<file path="src/rtl/fpadd_sched_if.sv">
// Requester-side bundle for fpadd_sched: operation requests in, results out.
//   req_valid/req_ready : per-requester operation handshake (one-hot accept)
//   req_A/req_B         : packed operands, requester i at bits [32i+31:32i]
//   rsp_valid/rsp_ready : per-requester result handshake (one-hot valid)
//   rsp_Result          : result for the current owner
// master = requester clients, slave = the scheduler.
interface fpadd_sched_if #(
  parameter int unsigned NREQ = 4
);
  logic [NREQ-1:0]    req_valid;
  logic [NREQ-1:0]    req_ready;
  logic [32*NREQ-1:0] req_A;
  logic [32*NREQ-1:0] req_B;
  logic [NREQ-1:0]    rsp_valid;
  logic [NREQ-1:0]    rsp_ready;
  logic [31:0]        rsp_Result;

  modport master (
    output req_valid, req_A, req_B, rsp_ready,
    input  req_ready, rsp_valid, rsp_Result
  );

  modport slave (
    input  req_valid, req_A, req_B, rsp_ready,
    output req_ready, rsp_valid, rsp_Result
  );
endinterface

</file>
<file path="src/rtl/fpadd_sched.sv">
// Shares one five-stage FP adder datapath (mask, align, alu, normal, pack)
// between NREQ requesters. Round-robin arbitration in IDLE, then one stage
// enable per cycle, then the packed result is held for the owner until taken.
// Ports:
//   clk, reset : clock, asynchronous active-high reset
//   req        : requester bundle (slave side)
//   fp_A, fp_B : registered operands to the datapath
//   stage_en   : one-hot stage-register enable, bit0=mask .. bit4=pack
//   fp_Result  : packed result from the datapath
//   busy       : high whenever an operation is in flight
//   grant_id   : index of the current or last owner
module fpadd_sched #(
  parameter int unsigned NREQ = 4,
  parameter int unsigned IDW  = 2
) (
  input  logic            clk,
  input  logic            reset,
  fpadd_sched_if.slave    req,
  output logic [31:0]     fp_A,
  output logic [31:0]     fp_B,
  output logic [4:0]      stage_en,
  input  logic [31:0]     fp_Result,
  output logic            busy,
  output logic [IDW-1:0]  grant_id
);

  typedef enum logic [2:0] {
    S_IDLE  = 3'd0,
    S_MASK  = 3'd1,
    S_ALIGN = 3'd2,
    S_ALU   = 3'd3,
    S_NORM  = 3'd4,
    S_PACK  = 3'd5,
    S_RESP  = 3'd6
  } state_t;

  state_t          state, state_nx;
  logic [IDW-1:0]  rr_ptr;
  logic [IDW-1:0]  winner;
  logic [IDW-1:0]  cand;
  logic            win_found;
  logic            accept;
  logic [4:0]      stage_en_nx;
  logic [NREQ-1:0] rsp_valid_nx;

  // Round-robin pick: first valid requester scanning upward from rr_ptr.
  always_comb begin
    winner    = rr_ptr;
    cand      = rr_ptr;
    win_found = 1'b0;
    for (int unsigned k = 0; k < NREQ; k++) begin
      cand = IDW'((32'(rr_ptr) + k) % NREQ);
      if (!win_found && req.req_valid[cand]) begin
        winner    = cand;
        win_found = 1'b1;
      end
    end
  end

  // Next state, combinational grant, and next values of registered outputs.
  always_comb begin
    state_nx      = state;
    accept        = 1'b0;
    req.req_ready = '0;
    stage_en_nx   = '0;
    rsp_valid_nx  = '0;

    unique case (state)
      S_IDLE: begin
        if (win_found) begin
          req.req_ready[winner] = 1'b1;
          accept                = 1'b1;
          state_nx              = S_MASK;
        end
      end
      S_MASK:  state_nx = S_ALIGN;
      S_ALIGN: state_nx = S_ALU;
      S_ALU:   state_nx = S_NORM;
      S_NORM:  state_nx = S_PACK;
      S_PACK:  state_nx = S_RESP;
      S_RESP: begin
        if (req.rsp_ready[grant_id]) state_nx = S_IDLE;
      end
      default: state_nx = S_IDLE;
    endcase

    // Registered outputs are decoded from the state being entered so they
    // line up with that state's cycle.
    unique case (state_nx)
      S_MASK:  stage_en_nx = 5'b00001;
      S_ALIGN: stage_en_nx = 5'b00010;
      S_ALU:   stage_en_nx = 5'b00100;
      S_NORM:  stage_en_nx = 5'b01000;
      S_PACK:  stage_en_nx = 5'b10000;
      S_RESP:  rsp_valid_nx = NREQ'(1) << grant_id;
      default: stage_en_nx = 5'b00000;
    endcase
  end

  // State register.
  always_ff @(posedge clk or posedge reset) begin
    if (reset) state <= S_IDLE;
    else       state <= state_nx;
  end

  // Registered outputs, operand latches, owner and round-robin pointer.
  always_ff @(posedge clk or posedge reset) begin
    if (reset) begin
      stage_en       <= '0;
      busy           <= 1'b0;
      req.rsp_valid  <= '0;
      req.rsp_Result <= '0;
      fp_A           <= '0;
      fp_B           <= '0;
      grant_id       <= '0;
      rr_ptr         <= '0;
    end else begin
      stage_en      <= stage_en_nx;
      busy          <= (state_nx != S_IDLE);
      req.rsp_valid <= rsp_valid_nx;
      if (accept) begin
        fp_A     <= req.req_A[32*32'(winner) +: 32];
        fp_B     <= req.req_B[32*32'(winner) +: 32];
        grant_id <= winner;
        rr_ptr   <= (winner == IDW'(NREQ-1)) ? '0 : winner + 1'b1;
      end
      if (state == S_PACK) req.rsp_Result <= fp_Result;
    end
  end

endmodule

</file>
<file path="src/flat_wrapper.sv">
// flat-port wrapper written by rule: the top's interface ports become plain ports
module fpadd_sched_flat 
#(
  parameter int unsigned NREQ = 4,
  parameter int unsigned IDW  = 2
)
  (clk, reset, fp_A, fp_B, stage_en, fp_Result, busy, grant_id, req_req_valid, req_req_A, req_req_B, req_rsp_ready, req_req_ready, req_rsp_valid, req_rsp_Result);
  fpadd_sched_if #(.NREQ(NREQ)) req_i ();
  input  logic clk;
  input  logic reset;
  output logic [31:0] fp_A;
  output logic [31:0] fp_B;
  output logic [4:0] stage_en;
  input  logic [31:0] fp_Result;
  output logic busy;
  output logic [IDW-1:0] grant_id;
  input wire logic [$bits(req_i.req_valid)-1:0] req_req_valid;
  input wire logic [$bits(req_i.req_A)-1:0] req_req_A;
  input wire logic [$bits(req_i.req_B)-1:0] req_req_B;
  input wire logic [$bits(req_i.rsp_ready)-1:0] req_rsp_ready;
  output wire logic [$bits(req_i.req_ready)-1:0] req_req_ready;
  output wire logic [$bits(req_i.rsp_valid)-1:0] req_rsp_valid;
  output wire logic [$bits(req_i.rsp_Result)-1:0] req_rsp_Result;
  assign req_i.req_valid = req_req_valid;
  assign req_i.req_A = req_req_A;
  assign req_i.req_B = req_req_B;
  assign req_i.rsp_ready = req_rsp_ready;
  assign req_req_ready = req_i.req_ready;
  assign req_rsp_valid = req_i.rsp_valid;
  assign req_rsp_Result = req_i.rsp_Result;
  fpadd_sched #(.NREQ(NREQ), .IDW(IDW)) u_core (.clk(clk), .reset(reset), .req(req_i), .fp_A(fp_A), .fp_B(fp_B), .stage_en(stage_en), .fp_Result(fp_Result), .busy(busy), .grant_id(grant_id));
endmodule
</file>
<file path="config.mk">
export PLATFORM = sky130hd
export DESIGN_NAME = fpadd_sched_flat
export DESIGN_NICKNAME = d
export VERILOG_FILES = /design/src/rtl/fpadd_sched_if.sv /design/src/rtl/fpadd_sched.sv /design/src/flat_wrapper.sv
export SDC_FILE = /design/constraint.sdc
export NUM_CORES = 1
export LEC_CHECK = 0
export BUFFER_PORTS_ARGS = -buffer_cell sky130_fd_sc_hd__buf_2
export CORE_AREA = 2 2 161 163
export DETAILED_ROUTE_END_ITERATION = 8
export DIE_AREA = 0 0 163 165
export PLACE_DENSITY = 0.5
export SKIP_CTS_REPAIR_TIMING = 1
export SYNTH_ARGS = -nofsm -noshare
export SYNTH_HDL_FRONTEND = slang
export SYNTH_SLANG_ARGS = --single-unit
</file>
<file path="constraint.sdc">
create_clock -name clk -period 9.2 [get_ports clk]
set_input_delay 1.84 -clock clk [delete_from_list [all_inputs] [get_ports clk]]
set_output_delay 1.84 -clock clk [all_outputs]
set_load 0.01 [all_outputs]
</file>
Word level (Yosys, flattened, before mapping). Cells that the tools add are included.

Bits in registers: 113. Output and inout bits: 112. Logic and storage cells: 74.

Add/sub/neg operators: 4. Order comparisons: 7. Equal/unequal tests: 13. Shift operators: 3. Muxes and demuxes: 29. Reductions and logical operators: 9.

Operator list (number): $shiftx 128x8->32 (2); $pmux 5 s5 (1); $pmux 3 s7 (1); $eq 3x3->1 const B (6); $lt 2x3->1 const B (6); $eq 3x2->1 const B (4); $mux 1 (12); $mux 4 (3); $bmux 1 s2 (5); $mux 2 (4); $eq 3x1->1 const B (2); $mux 3 (2); $add 2x1->2 const B (2); $add 2x2->2 const B (2); $logic_and 1x1->1 (4); $shl 1x2->4 const A (1); $logic_not 1->1 (3); $logic_not 3->1 (1); $reduce_bool 3->1 (1); $demux 1 s2 (1); $eq 2x2->1 const B (1); $ge 2x1->1 const B (1).

Depth between registers and ports, before layout. Gate-level depths: netlist of run 1.

Word-level depth: 18. Gate-level depth with buffers: 9.

Worst setup path after synthesis of run 1. Ideal clock, no wire load.

Path kind: input to output. Start: in req_req_valid[0]. End: out req_req_ready[3]. Data arrival time: 3.125 ns. Setup slack: 4.235 ns. Stages on the path: 8. Path buffers: 2. Cells stage by stage: or2_1 -> a22oi_2 -> o221ai_4 -> buf_6 -> buf_4 -> inv_2 -> ha_1 -> and2_1.

Longest elaborated chain between the ends: 18. Elaborated cells between the ends (all ways): 28.

RTL lines: start: declaration (RTL line flat_wrapper.sv:17) `input wire logic [$bits(req_i.req_valid)-1:0] req_req_valid;`; $bmux 1 s2 (RTL line fpadd_sched.sv:53) `if (!win_found && req.req_valid[cand]) begin`; $mux 1 (not written as such) (RTL line fpadd_sched.sv:53); $mux 1 (RTL line fpadd_sched.sv:53); $logic_not 1->1 (RTL line fpadd_sched.sv:53); $logic_and 1x1->1 (RTL line fpadd_sched.sv:53); $mux 1 (RTL line fpadd_sched.sv:53); $logic_not 1->1 (RTL line fpadd_sched.sv:53); $logic_and 1x1->1 (RTL line fpadd_sched.sv:53); [3 not listed]; $mux 2 (*) (RTL line fpadd_sched.sv:53); via u_core.winner[0] (RTL line fpadd_sched.sv:39) `logic [IDW-1:0] winner;`; $lt 2x3->1 (not written as such) or $ge 2x1->1 (tied branches) (RTL line fpadd_sched.sv:71) `req.req_ready[winner] = 1'b1;`; $logic_and 1x1->1 (not written as such) (RTL line fpadd_sched.sv:71); $mux 1 (not written as such) (RTL line fpadd_sched.sv:71); $demux 1 s2 (*); $mux 4 (*) (RTL line fpadd_sched.sv:70) `if (win_found) begin`; $mux 4 (*) (RTL line fpadd_sched.sv:68) `unique case (state)`; end: declaration (RTL line flat_wrapper.sv:21) `output wire logic [$bits(req_i.req_ready)-1:0] req_req_ready;`.

The timed path passes the listed nets; every way through them passes the cells marked *. The select of a mux whose other input is x is not followed.

Final worst setup path of run 1.
Start: in req_req_valid[3]. End: out req_req_ready[3].

Same word-level chain as after synthesis.

==> impl_summary.log, run 1 <==
[metrics] highest attainable clock frequency: 0.183 GHz
[metrics] required time at the endpoint of the critical path: 7360 ps
[metrics] deepest level of the CTS H-tree: 4
[metrics] iteration-0 DRC count of the detailed router: 192
[metrics] fraction of registers with async set or reset after synthesis: 100%
[metrics] count of standard-cell rows: 58
[metrics] global route overflow: 0
[metrics] clock input transition at the sequential cells of the worst setup and hold paths: 70 ps
[metrics] Pwr per Cell Area: 336 mW/mm^2
[metrics] area of combinational cells with multiple inputs: 0.00327 sq mm
[metrics] setup slack on the worst flop-to-flop path: 6110 ps
[metrics] cells after synthesis: 517
[metrics] ports placed on the boundary: 410
[metrics] number of flops mapped to enable cells by yosys: 0
[metrics] number of distinct library cells after synthesis: 44
[metrics] Setup crit start kind: input pin
[metrics] launch point of the worst path: req_req_valid[3]
[metrics] number of buffers created by CTS: 17
[metrics] number of nets produced by synthesis: 819
[metrics] initial core utilization: 25.8%
[metrics] root buffer selected by CTS: sky130_fd_sc_hd__clkbuf_16
[metrics] overall power after layout: 3.11 mW
[metrics] Pre-antenna DRT Iters: 4
[metrics] cell depth of the worst hold path: 2
[metrics] clock period minus worst slack: 5480 ps
[metrics] hold worst-path end: u_core.fp_B[11]
[metrics] cell with the most instances after synthesis: sky130_fd_sc_hd__mux2i_1
[metrics] y dimension of the die: 165 um
[metrics] arrival time of data at the critical path endpoint: 3640 ps
[metrics] mapped cell area: 0.00647 sq mm
[metrics] global-route usage over all layers: 14.9%
[metrics] global-route wire length before repair: 31.3 mm
[metrics] area taken by flip-flops and latches: 0.00283 sq mm
[metrics] Min Hold Slack: 482 ps
[metrics] final total negative setup slack: 0 ps
[metrics] reported max-cap violation count: 0
[metrics] total of buffers placed on input and output ports: 409
[metrics] setup skew after layout: 9.74 ps
[metrics] estimated wirelength of the detail-placed design: 15.4 mm
[metrics] width of the die: 163 um
[metrics] vias per inst: 4.49
[metrics] largest net degree at the start of global routing: 64
[metrics] cell taking the most area after synthesis: sky130_fd_sc_hd__dfrtp_1
[metrics] total number of yosys warnings: 0
[metrics] Hold Crit Class: reg2reg
[metrics] cell depth of the worst flop-to-flop path: 7
[metrics] Core Box Area: 0.0250 sq mm
[metrics] largest cells by area after synthesis: sky130_fd_sc_hd__dfrtp_1 (44%), sky130_fd_sc_hd__mux2i_1 (20%), sky130_fd_sc_hd__a221oi_2 (13%)
[metrics] Hold Crit Start: u_core.fp_B[11]
[metrics] routability congestion estimate: 0.755
[metrics] via count of the first global-routing pass: 5,891
[metrics] initial antenna violation count: 0
[metrics] Main synth FF type: sky130_fd_sc_hd__dfrtp_1
[metrics] total of flip-flops plus latches after synthesis: 113
[metrics] antenna fix cells: 0
[metrics] final routed DRC violation total: 0
[metrics] non-filler instance count after layout: 1,253
[metrics] post-detailed-route count of antenna-violating nets: 0
[metrics] Worst Tran Pin Value: 1080 ps
[metrics] number of clock sinks seen by CTS: 113
[metrics] worst slack after detailed placement: 3700 ps
[metrics] total setup violations reported at the end of the flow: 0
[metrics] normalized max-slew margin: 28.2%
[metrics] placement-stage cell area: 0.00865 sq mm
[metrics] final critical-path setup slack: 3720 ps
[metrics] Placed Instances: 1,221
[metrics] unrepaired setup endpoints after global routing: false
[metrics] area share of the largest cell type after synthesis: 43.7%
[metrics] total number of vias: 5,627
[metrics] final critical-path share of the clock period: 59.5%
[metrics] total count of hold-check failures in the final report: 0
[metrics] status: finished clean
[metrics] maximum fanout along the worst path: 20
[metrics] endpoint of the most critical register-to-register path: u_core.fp_A[30]
[metrics] path type of the worst setup path: in2out
[metrics] Final Routed Wirelength: 20.6 mm
[metrics] launch point of the worst reg-to-reg path: u_core.rr_ptr[0]
[metrics] post-layout net count: 1,212
[metrics] Syn Area/Cell: 12.5 sq um
[metrics] IR drop worst, VDD: 0.173 mV
[metrics] Lkg Pwr: 4.84 nW
[metrics] type of destination of the critical path: primary output
[metrics] mean routed wirelength per cell: 16.4 um
[metrics] clock latency on the worst-skew pair: 410 ps
[metrics] share of the yosys chip area belonging to registers: 43.7%
[metrics] fraction of final layout cells with drive strength greater than 1: 59.8%
[metrics] most frequent cells after synthesis: sky130_fd_sc_hd__mux2i_1 (131), sky130_fd_sc_hd__dfrtp_1 (113), sky130_fd_sc_hd__nor2_1 (63)
[metrics] Die ar.: 0.0269 sq mm
[metrics] fillers: 2,540
[metrics] Util after Layout: 37.0%
[metrics] final std cell area, no fill: 0.00926 sq mm
[metrics] CTS max path bufs: 2
[metrics] final max-slew violation count: 0
[metrics] growth of design area from synthesis to finish: 43.2%
[metrics] clock tree from TritonCTS: done
==> critical path, cell delays in order <==
cell and delay (ps):
sky130_fd_sc_hd__buf_2 140, sky130_fd_sc_hd__nor2_1 150, sky130_fd_sc_hd__a21oi_1 90, sky130_fd_sc_hd__o221ai_4 450
sky130_fd_sc_hd__buf_4 400, sky130_fd_sc_hd__inv_2 90, sky130_fd_sc_hd__ha_1 200, sky130_fd_sc_hd__and2_1 130
sky130_fd_sc_hd__buf_2 130
==> registers in the layout, indices dropped and copies added, names as in the netlist <==
signal                 count
u_core.stage_en            5
u_core.req.rsp_Result     32
u_core.state               3
u_core.fp_A               32
u_core.req.rsp_valid       4
u_core.rr_ptr              2
u_core.fp_B               32
u_core.busy                1
u_core.grant_id            2
==> cell type report <==
type	count	share of cell area, %
Multi-Input combinational cell	354	35.3
Clock buffer	17	4.60
Tap cell	330	4.46
Sequential cell	113	30.5
Timing Repair Buffer	417	22.8
Inverter	7	0.311
Clock inverter	15	2.01
==> worst max-delay path by stage <==
| stage | slack, ps | depth (start not counted) | end |
|---|---|---|---|
| global route | 3540 | 9 | req_req_ready[3] |
| floorplan | 4240 | 8 | req_req_ready[3] |
| CTS | 3690 | 9 | req_req_ready[3] |
| finish | 3720 | 9 | req_req_ready[3] |
| global placement | 3730 | 9 | req_req_ready[3] |
| detailed placement | 3700 | 9 | req_req_ready[3] |
==> layer usage <==
| layer | track usage [%] | routed length, um | vias up |
|---|---|---|---|
| li1 | - | - | 2724 |
| met1 | 17.3 | 8240 | 2663 |
| met2 | 26.3 | 10500 | 221 |
| met3 | 4.67 | 1590 | 19 |
| met4 | 4.59 | 283 | 0 |
| met5 | 0 | 0 | - |
==> cell families after synthesis <==
group | after synthesis | share of synthesized area (%)
adder cells (fa/ha/maj) | 4 | 0.774
multiplexers | 163 | 25.9
flip-flops | 113 | 43.7
AND/OR/NAND/NOR | 108 | 7.53
AO/OA/AOI/OAI | 79 | 16.4
buffers and inverters | 50 | 5.71
==> placed cells by master (no fill, tap or decap), drive strengths merged <==
| master | count |
|---|---|
| a211oi | 1 |
| a21bo | 1 |
| a21o | 2 |
| a21oi | 3 |
| a221oi | 58 |
| a22oi | 1 |
| a31oi | 1 |
| and2 | 4 |
| and2b | 1 |
| and3 | 2 |
| and3b | 1 |
| buf | 417 |
| bufinv | 2 |
| clkbuf | 17 |
| clkinvlp | 2 |
| dfrtp | 113 |
| ha | 4 |
| inv | 18 |
| mux2 | 32 |
| mux2i | 131 |
| nand2 | 21 |
| nand2b | 1 |
| nand3b | 1 |
| nor2 | 65 |
| nor2b | 2 |
| nor3 | 2 |
| nor3b | 2 |
| nor4 | 2 |
| o21ai | 3 |
| o221ai | 7 |
| o31ai | 2 |
| or2 | 2 |
| or4 | 2 |
==> report_power, final <==
part           total (mW)  internal (mW)  switching, mW
sequential          0.878          0.742          0.135
combinational        1.53          0.692          0.840
clock               0.698          0.414          0.284
Note: power is estimated with default switching activity, not from simulation.
==> inputs of run 2 (changes only) <==
--- a/config.mk
+++ b/config.mk
@@ -5,11 +5,12 @@
 export SDC_FILE = /design/constraint.sdc
 export NUM_CORES = 1
 export LEC_CHECK = 0
+export ABC_AREA = 1
 export BUFFER_PORTS_ARGS = -buffer_cell sky130_fd_sc_hd__buf_2
-export CORE_AREA = 2 2 161 163
+export CORE_AREA = 2 2 159 161
 export DETAILED_ROUTE_END_ITERATION = 8
-export DIE_AREA = 0 0 163 165
-export PLACE_DENSITY = 0.5
+export DIE_AREA = 0 0 161 163
+export PLACE_DENSITY = 0.54
 export SKIP_CTS_REPAIR_TIMING = 1
 export SYNTH_ARGS = -nofsm -noshare
 export SYNTH_HDL_FRONTEND = slang
==> constraint.sdc (replaced) <==
create_clock -name clk -period 5.73 [get_ports clk]
set_input_delay 1.146 -clock clk [delete_from_list [all_inputs] [get_ports clk]]
set_output_delay 1.146 -clock clk [all_outputs]
set_load 0.01 [all_outputs]
==> run 2 against run 1 <==
Compared with the run above: sequential share of layout area shrank 2.3 points; power is 120% higher; register-to-register slack worse by 3800 ps; synthesized cell count grew 110%; sequential power is 59% higher; non-clock buffer count increased by 3; clock-buffer cell count did not move; highest routed layer is now met5; clock power is 52% higher; setup slack worse by 2200 ps; clock skew about the same; combinational power grew to 2.9 times the previous value.
==> impl_summary.log, run 2 <==
[metrics] unrepaired setup endpoints after global routing: false
[metrics] growth of design area from synthesis to finish: 38.5%
[metrics] Syn Area/Cell: 6.52 sq um (-48%)
[metrics] estimated wirelength of the detail-placed design: 19.3 mm (+26%)
[metrics] total number of yosys warnings: 0 (unchanged)
[metrics] vias per inst: 4.52 (+0.74%)
[metrics] most frequent cells after synthesis: sky130_fd_sc_hd__nand2_1 (687), sky130_fd_sc_hd__nand3_1 (135), sky130_fd_sc_hd__dfrtp_1 (113)
[metrics] ports placed on the boundary: 410 (unchanged)
[metrics] deepest level of the CTS H-tree: 4 (unchanged)
[metrics] normalized max-slew margin: 20.4% (-7.8 points)
[metrics] largest cells by area after synthesis: sky130_fd_sc_hd__dfrtp_1 (39%), sky130_fd_sc_hd__nand2_1 (36%), sky130_fd_sc_hd__nand3_1 (9.4%)
[metrics] Worst Tran Pin Value: 1190 ps (+117 ps)
[metrics] cells after synthesis: 1,108 (+110%)
[metrics] via count of the first global-routing pass: 7,519 (+28%)
[metrics] most frequent standard cell in the layout excluding fill and tap cells: sky130_fd_sc_hd__nand2_1
[metrics] setup skew after layout: 9.94 ps (+0.197 ps)
[metrics] Final Routed Wirelength: 26.2 mm (+27%)
[metrics] Setup crit start kind: flop
[metrics] area share of the largest cell type after synthesis: 39.2% (-4.6 points)
[metrics] status: finished clean
[metrics] post-detailed-route count of antenna-violating nets: 0 (unchanged)
[metrics] antenna fix cells: 0 (unchanged)
[metrics] mean routed wirelength per cell: 14.4 um (-12%)
[metrics] total number of vias: 8,229 (+46%)
[metrics] number of buffers created by CTS: 17 (unchanged)
[metrics] routability congestion estimate: 0.810 (+7.3%)
[metrics] largest registers: u_core.fp_A x32, u_core.fp_B x32, u_core.req.rsp_Result x32
[metrics] cell taking the most area after synthesis: sky130_fd_sc_hd__dfrtp_1
[metrics] mapped cell area: 0.00722 sq mm (+12%)
[metrics] arrival time of data at the critical path endpoint: 3050 ps (-590 ps)
[metrics] path type of the worst setup path: reg2out
[metrics] total count of hold-check failures in the final report: 0 (unchanged)
[metrics] highest attainable clock frequency: 0.238 GHz
[metrics] setup slack on the worst flop-to-flop path: 2360 ps (-3750 ps)
[metrics] initial core utilization: 29.3% (+3.4 points)
[metrics] total of buffers placed on input and output ports: 409 (unchanged)
[metrics] Main synth FF type: sky130_fd_sc_hd__dfrtp_1
[metrics] clock tree from TritonCTS: done
[metrics] number of nets produced by synthesis: 1,410 (+72%)
[metrics] fraction of registers with async set or reset after synthesis: 100% (unchanged)
[metrics] fraction of final layout cells with drive strength greater than 1: 33.8% (-26 points)
[metrics] launch point of the worst reg-to-reg path: u_core.rr_ptr[0]
[metrics] worst slack after detailed placement: 1530 ps (-2160 ps)
[metrics] y dimension of the die: 163 um (-1.2%)
[metrics] iteration-0 DRC count of the detailed router: 313 (+63%)
[metrics] number of distinct library cells after synthesis: 28 (-36%)
[metrics] IR drop worst, VDD: 0.483 mV (+180%)
[metrics] number of flops mapped to enable cells by yosys: 0 (unchanged)
[metrics] clock latency on the worst-skew pair: 420 ps (about the same)
[metrics] total of flip-flops plus latches after synthesis: 113 (unchanged)
[metrics] Lkg Pwr: 6.12 nW (+26%)
[metrics] cell depth of the worst flop-to-flop path: 13 (+6)
[metrics] final critical-path setup slack: 1530 ps (-2190 ps)
[metrics] Hold Crit Class: reg2reg
[metrics] reported max-cap violation count: 0 (unchanged)
[metrics] Pwr per Cell Area: 696 mW/mm^2 (+110%)
[metrics] total setup violations reported at the end of the flow: 0 (unchanged)
[metrics] final critical-path share of the clock period: 73.3%
[metrics] final max-slew violation count: 0 (unchanged)
[metrics] clock period minus worst slack: 4200 ps
[metrics] maximum fanout along the worst path: 29 (+45%)
[metrics] clock input transition at the sequential cells of the worst setup and hold paths: 60 ps (about the same)
[metrics] Core Box Area: 0.0247 sq mm (-1.4%)
[metrics] Pre-antenna DRT Iters: 5 (+1)
[metrics] highest-count cells in the layout ignoring fill and taps: sky130_fd_sc_hd__nand2_1 (685), sky130_fd_sc_hd__buf_2 (409), sky130_fd_sc_hd__nand3_1 (135)
[metrics] share of the yosys chip area belonging to registers: 39.2% (-4.6 points)
[metrics] width of the die: 161 um (-1.2%)
[metrics] final routed DRC violation total: 0 (unchanged)
[metrics] post-layout net count: 1,778 (+47%)
[metrics] launch point of the worst path: u_core.rr_ptr[0]
[metrics] initial antenna violation count: 1 (+1)
[metrics] global-route wire length before repair: 39.8 mm (+27%)
[metrics] fillers: 2,744 (+8.0%)
[metrics] endpoint of the most critical register-to-register path: u_core.busy
[metrics] final total negative setup slack: 0 ps (unchanged)
[metrics] cell with the most instances after synthesis: sky130_fd_sc_hd__nand2_1
[metrics] Die ar.: 0.0262 sq mm (-2.4%)
[metrics] global-route usage over all layers: 19.2% (+4.3 points)
[metrics] global route overflow: 0 (unchanged)
[metrics] endpoint of the worst setup timing path: req_req_ready[3]
[metrics] type of destination of the critical path: primary output
[metrics] largest net degree at the start of global routing: 117 (+83%)
[metrics] root buffer selected by CTS: sky130_fd_sc_hd__clkbuf_16
[metrics] count of standard-cell rows: 58 (unchanged)
[metrics] required time at the endpoint of the critical path: 4580 ps (-2780 ps)
[metrics] CTS max path bufs: 2 (unchanged)
[metrics] number of clock sinks seen by CTS: 113 (unchanged)
[run 2: cell types whose count changed in the layout (fill, tap and decap cells not counted), sizes merged, moves of 4 or more]
cell,delta
a221oi,-58
o221ai,-7
nand3,+136
inv,+19
and2,-4
nand4,+4
nand2,+673
nor2,-51
mux2i,-131
[run 2: where the power goes]
part | internal, mW | switching, mW
sequential | 1.19 | 0.210
combinational | 1.48 | 3.02
clock | 0.619 | 0.443
[run 2: logic make-up (layout without fill, tap and decap cells)]
kind of cell / Yosys count / after routing / synth area share [%]
and+or+nand+nor: 853 / 853 / 47.9
DFF: 113 / 113 / 39.2
buffers and inverters: 97 / 478 / 6.41
muxes: 32 / 32 / 4.99
AOI/OAI and AO/OA: 9 / 9 / 0.849
adders and majority gates: 4 / 4 / 0.693
[run 2: critical path: stages (launching register included)]
cell and delay [ps]:
sky130_fd_sc_hd__dfrtp_1 530, sky130_fd_sc_hd__inv_2 250, sky130_fd_sc_hd__nand2_1 70, sky130_fd_sc_hd__nand2_1 160, sky130_fd_sc_hd__nand2_1 80, sky130_fd_sc_hd__nand2_2 170, sky130_fd_sc_hd__nand4_4 150, sky130_fd_sc_hd__nand2_4 110
sky130_fd_sc_hd__nand2_4 170, sky130_fd_sc_hd__inv_1 350, sky130_fd_sc_hd__ha_1 260, sky130_fd_sc_hd__inv_1 50, sky130_fd_sc_hd__nor2_1 100, sky130_fd_sc_hd__buf_2 140
[run 2: routing by layer]
metal | share of wire (%) | GRT usage [%] | vias to the layer above
met5 | 0.027 | 0 | -
met4 | 1.2 | 4.06 | 2
met3 | 6.9 | 5.50 | 19
met2 | 48 | 32.6 | 289
met1 | 44 | 24.5 | 3737
li1 | - | - | 4182
[run 2: how the worst min path moves through the flow]
stage,slack [ps],from,to,depth (start not counted)
after CTS,480,u_core.fp_B[1],u_core.fp_B[1],2
after global placement,460,u_core.fp_A[4],u_core.fp_A[4],2
after global routing,490,u_core.fp_B[3],u_core.fp_B[3],2
after detailed placement,460,u_core.fp_B[1],u_core.fp_B[1],2
after floorplan,510,u_core.state[1],u_core.stage_en[3],2
final,470,u_core.fp_B[1],u_core.fp_B[1],2
[run 2: area by class of cell]
class,count,area [sq um],area share (%)
clock buffers,17,425,4.25
clock inverters,15,163,1.63
inverters,26,103,1.03
multi-input cells,898,3940,39.4
flip-flops and latches,113,2830,28.3
well taps,330,413,4.13
repair buffers,420,2130,21.3
[run 2: metrics by stage]
step | cells | hold WS (ps) | util, % | total power [mW] | cell area, sq um
5_1_grt | 1819 | 491 | 40.5 | 7.71 | 10000
3_3_place_gp | 1787 | 457 | 38.1 | 5.95 | 9410
2_1_floorplan | 1108 | 506 | - | 4.73 | 7220
6_report | 1819 | 470 | 40.5 | 6.96 | 10000
4_1_cts | 1819 | 476 | 40.5 | 7.06 | 10000
3_5_place_dp | 1787 | 459 | 38.1 | 5.97 | 9410
==> inputs of run 3 (changes only) <==
==> constraint.sdc (replaced) <==
create_clock -name clk -period 4 [get_ports clk]
set_input_delay 0.8 -clock clk [delete_from_list [all_inputs] [get_ports clk]]
set_output_delay 0.8 -clock clk [all_outputs]
set_load 0.01 [all_outputs]
==> run 3 against run 2 <==
Compared with the run above: setup slack lost 1200 ps; hold slack improved by 0.54 ps; largest power group unchanged; clock skew increased by 1.1 ps; die area is the same; cell area up 0.31%; non-clock buffer count grew 2; largest cell class unchanged; cell count is 0.11% higher.
==> impl_summary.log, run 3 (same netlist as run 2, synthesis figures left out) <==
[metrics] vias per inst: 4.52 (-0.16%)
[metrics] fillers: 2,719 (-0.91%)
[metrics] reported max-cap violation count: 0 (unchanged)
[metrics] number of clock sinks seen by CTS: 113 (unchanged)
[metrics] Pre-antenna DRT Iters: 5 (unchanged)
[metrics] total count of hold-check failures in the final report: 0 (unchanged)
[metrics] required time at the endpoint of the critical path: 3200 ps (-1380 ps)
[metrics] largest net degree at the start of global routing: 118 (+0.85%)
[metrics] Worst Tran Pin Value: 1210 ps (+19.3 ps)
[metrics] Lkg Pwr: 6.13 nW (+0.20%)
[metrics] Critical Path, Cell by Cell: inv_2 > nand2_1 > nand2_1 > nand2_1 > nand2_2 > nand2_1 > nand2_1 > nand2_2 > nand2_4 > nand2_4 > inv_1 > ha_1 > inv_1 > nor2_1 > buf_2
[metrics] Setup crit start kind: flop
[metrics] unrepaired setup endpoints after global routing: false
[metrics] maximum fanout along the worst path: 16 (-45%)
[metrics] Core Box Area: 0.0247 sq mm (unchanged)
[metrics] global-route wire length before repair: 40.6 mm (+2.0%)
[metrics] clock latency on the worst-skew pair: 420 ps (about the same)
[metrics] Die ar.: 0.0262 sq mm (unchanged)
[metrics] global-route usage over all layers: 19.5% (+0.28 points)
[metrics] highest attainable clock frequency: 0.275 GHz
[metrics] width of the die: 161 um (unchanged)
[metrics] estimated wirelength of the detail-placed design: 19.4 mm (+0.41%)
[metrics] area of combinational cells with multiple inputs: 0.00394 sq mm (unchanged)
[metrics] deepest level of the CTS H-tree: 4 (unchanged)
[metrics] final routed DRC violation total: 0 (unchanged)
[metrics] area taken by flip-flops and latches: 0.00283 sq mm (about the same)
[metrics] root buffer selected by CTS: sky130_fd_sc_hd__clkbuf_16
[metrics] routability congestion estimate: 0.831 (+2.6%)
[metrics] final total negative setup slack: 0 ps (unchanged)
[metrics] highest-count cells in the layout ignoring fill and taps: sky130_fd_sc_hd__nand2_1 (685), sky130_fd_sc_hd__buf_2 (409), sky130_fd_sc_hd__nand3_1 (135)
[metrics] total of buffers placed on input and output ports: 409 (unchanged)
[metrics] total setup violations reported at the end of the flow: 0 (unchanged)
[metrics] post-layout net count: 1,780 (+0.11%)
[metrics] number of buffers created by CTS: 17 (unchanged)
[metrics] clock input transition at the sequential cells of the worst setup and hold paths: 60 ps (about the same)
[metrics] final critical-path share of the clock period: 90.8%
[metrics] placement-stage cell area: 0.00944 sq mm (+0.29%)
[metrics] via count of the first global-routing pass: 7,890 (+4.9%)
[metrics] count of standard-cell rows: 58 (unchanged)
[metrics] mean routed wirelength per cell: 14.4 um (+0.18%)
[metrics] setup skew after layout: 11.1 ps (+1.13 ps)
[metrics] Pwr per Cell Area: 994 mW/mm^2 (+43%)
[metrics] clock tree from TritonCTS: done
[metrics] y dimension of the die: 163 um (unchanged)
[metrics] cell occurring most often along the worst timing path: sky130_fd_sc_hd__nand2_1
[metrics] antenna fix cells: 0 (unchanged)
[metrics] initial antenna violation count: 2 (+1)
[metrics] growth of design area from synthesis to finish: 38.9%
[metrics] most frequent standard cell in the layout excluding fill and tap cells: sky130_fd_sc_hd__nand2_1
[metrics] type of destination of the critical path: primary output
[metrics] initial core utilization: 29.3% (unchanged)
[metrics] arrival time of data at the critical path endpoint: 2830 ps (-220 ps)
[metrics] iteration-0 DRC count of the detailed router: 403 (+29%)
[metrics] largest registers: u_core.fp_A x32, u_core.fp_B x32, u_core.req.rsp_Result x32
[metrics] path type of the worst setup path: reg2out
[metrics] Hold Crit Class: reg2reg
[metrics] total number of vias: 8,225 (-0.049%)
[metrics] Final Routed Wirelength: 26.3 mm (+0.29%)
[metrics] final std cell area, no fill: 0.0100 sq mm (+0.31%)
[metrics] final max-slew violation count: 0 (unchanged)
[metrics] IR drop worst, VDD: 0.478 mV (-1.0%)
[metrics] status: finished clean
[metrics] fraction of final layout cells with drive strength greater than 1: 34.0% (+0.16 points)
[metrics] post-detailed-route count of antenna-violating nets: 0 (unchanged)
[metrics] ports placed on the boundary: 410 (unchanged)
[metrics] CTS max path bufs: 2 (unchanged)
[metrics] clock period minus worst slack: 3630 ps
[metrics] maximum single-stage delay on the critical path: 500 ps (-30 ps)
[metrics] critical-path cell with the highest stage delay: sky130_fd_sc_hd__dfrtp_2
[metrics] global route overflow: 0 (unchanged)
[metrics] normalized max-slew margin: 19.1% (-1.3 points)
==> run 3: path summary, 6_finish.rpt <==
check / from / end / slack (ps) / depth (start not counted)
worst max-delay path: u_core.rr_ptr[0] / req_req_ready[3] / 370 / 15
worst min-delay path: u_core.fp_B[24] / u_core.fp_B[24] / 470 / 2
worst max register to register: u_core.rr_ptr[0] / u_core.fp_B[3] / 790 / 16
worst min register to register: u_core.fp_B[24] / u_core.fp_B[24] / 470 / 2
max in group asynchronous: reset / u_core.rr_ptr[0] / 2670 / 3
min in group asynchronous: reset / u_core.req.rsp_Result[9] / 560 / 2
==> run 3: critical path, delay by kind of cell (launching register included) <==
kind / cells / cell delay [ps]
flops: 1 / 500
buf+inv: 4 / 730
simple gates: 10 / 920
fa+ha+maj: 1 / 250
==> run 3: area by class of cell <==
class                   instances  area share, %
multi-input cells             898           39.3
flip-flops and latches        113           28.2
repair buffers                422           21.5
clock buffers                  17           4.24
well taps                     330           4.12
clock inverters                15           1.65
inverters                      26           1.02
==> run 3: per-stage QoR <==
step	util (%)	std cells	total power, mW	setup slack, ps	hold slack (ps)
2_1_floorplan	-	1108	6.78	213	506
3_3_place_gp	38.3	1789	8.53	621	458
3_5_place_dp	38.3	1789	8.55	591	460
4_1_cts	40.7	1821	10.1	220	477
5_1_grt	40.7	1821	11.1	101	494
6_report	40.7	1821	9.97	367	471
==> run 3: where the power goes <==
part / total, mW / internal [mW] / leakage (nW) / switching, mW
clock network: 1.52 / 0.886 / 0.285 / 0.635
logic: 6.45 / 2.14 / 4.45 / 4.31
registers: 2.00 / 1.70 / 1.40 / 0.299
==> run 3: metal layers <==
| metal | track usage [%] | share of wire [%] | vias up |
|---|---|---|---|
| met5 | 0 | 0.080 | - |
| met1 | 24.2 | 44 | 3696 |
| met3 | 5.55 | 7.2 | 31 |
| li1 | - | - | 4192 |
| met2 | 33.2 | 47 | 302 |
| met4 | 5.68 | 1.8 | 4 |
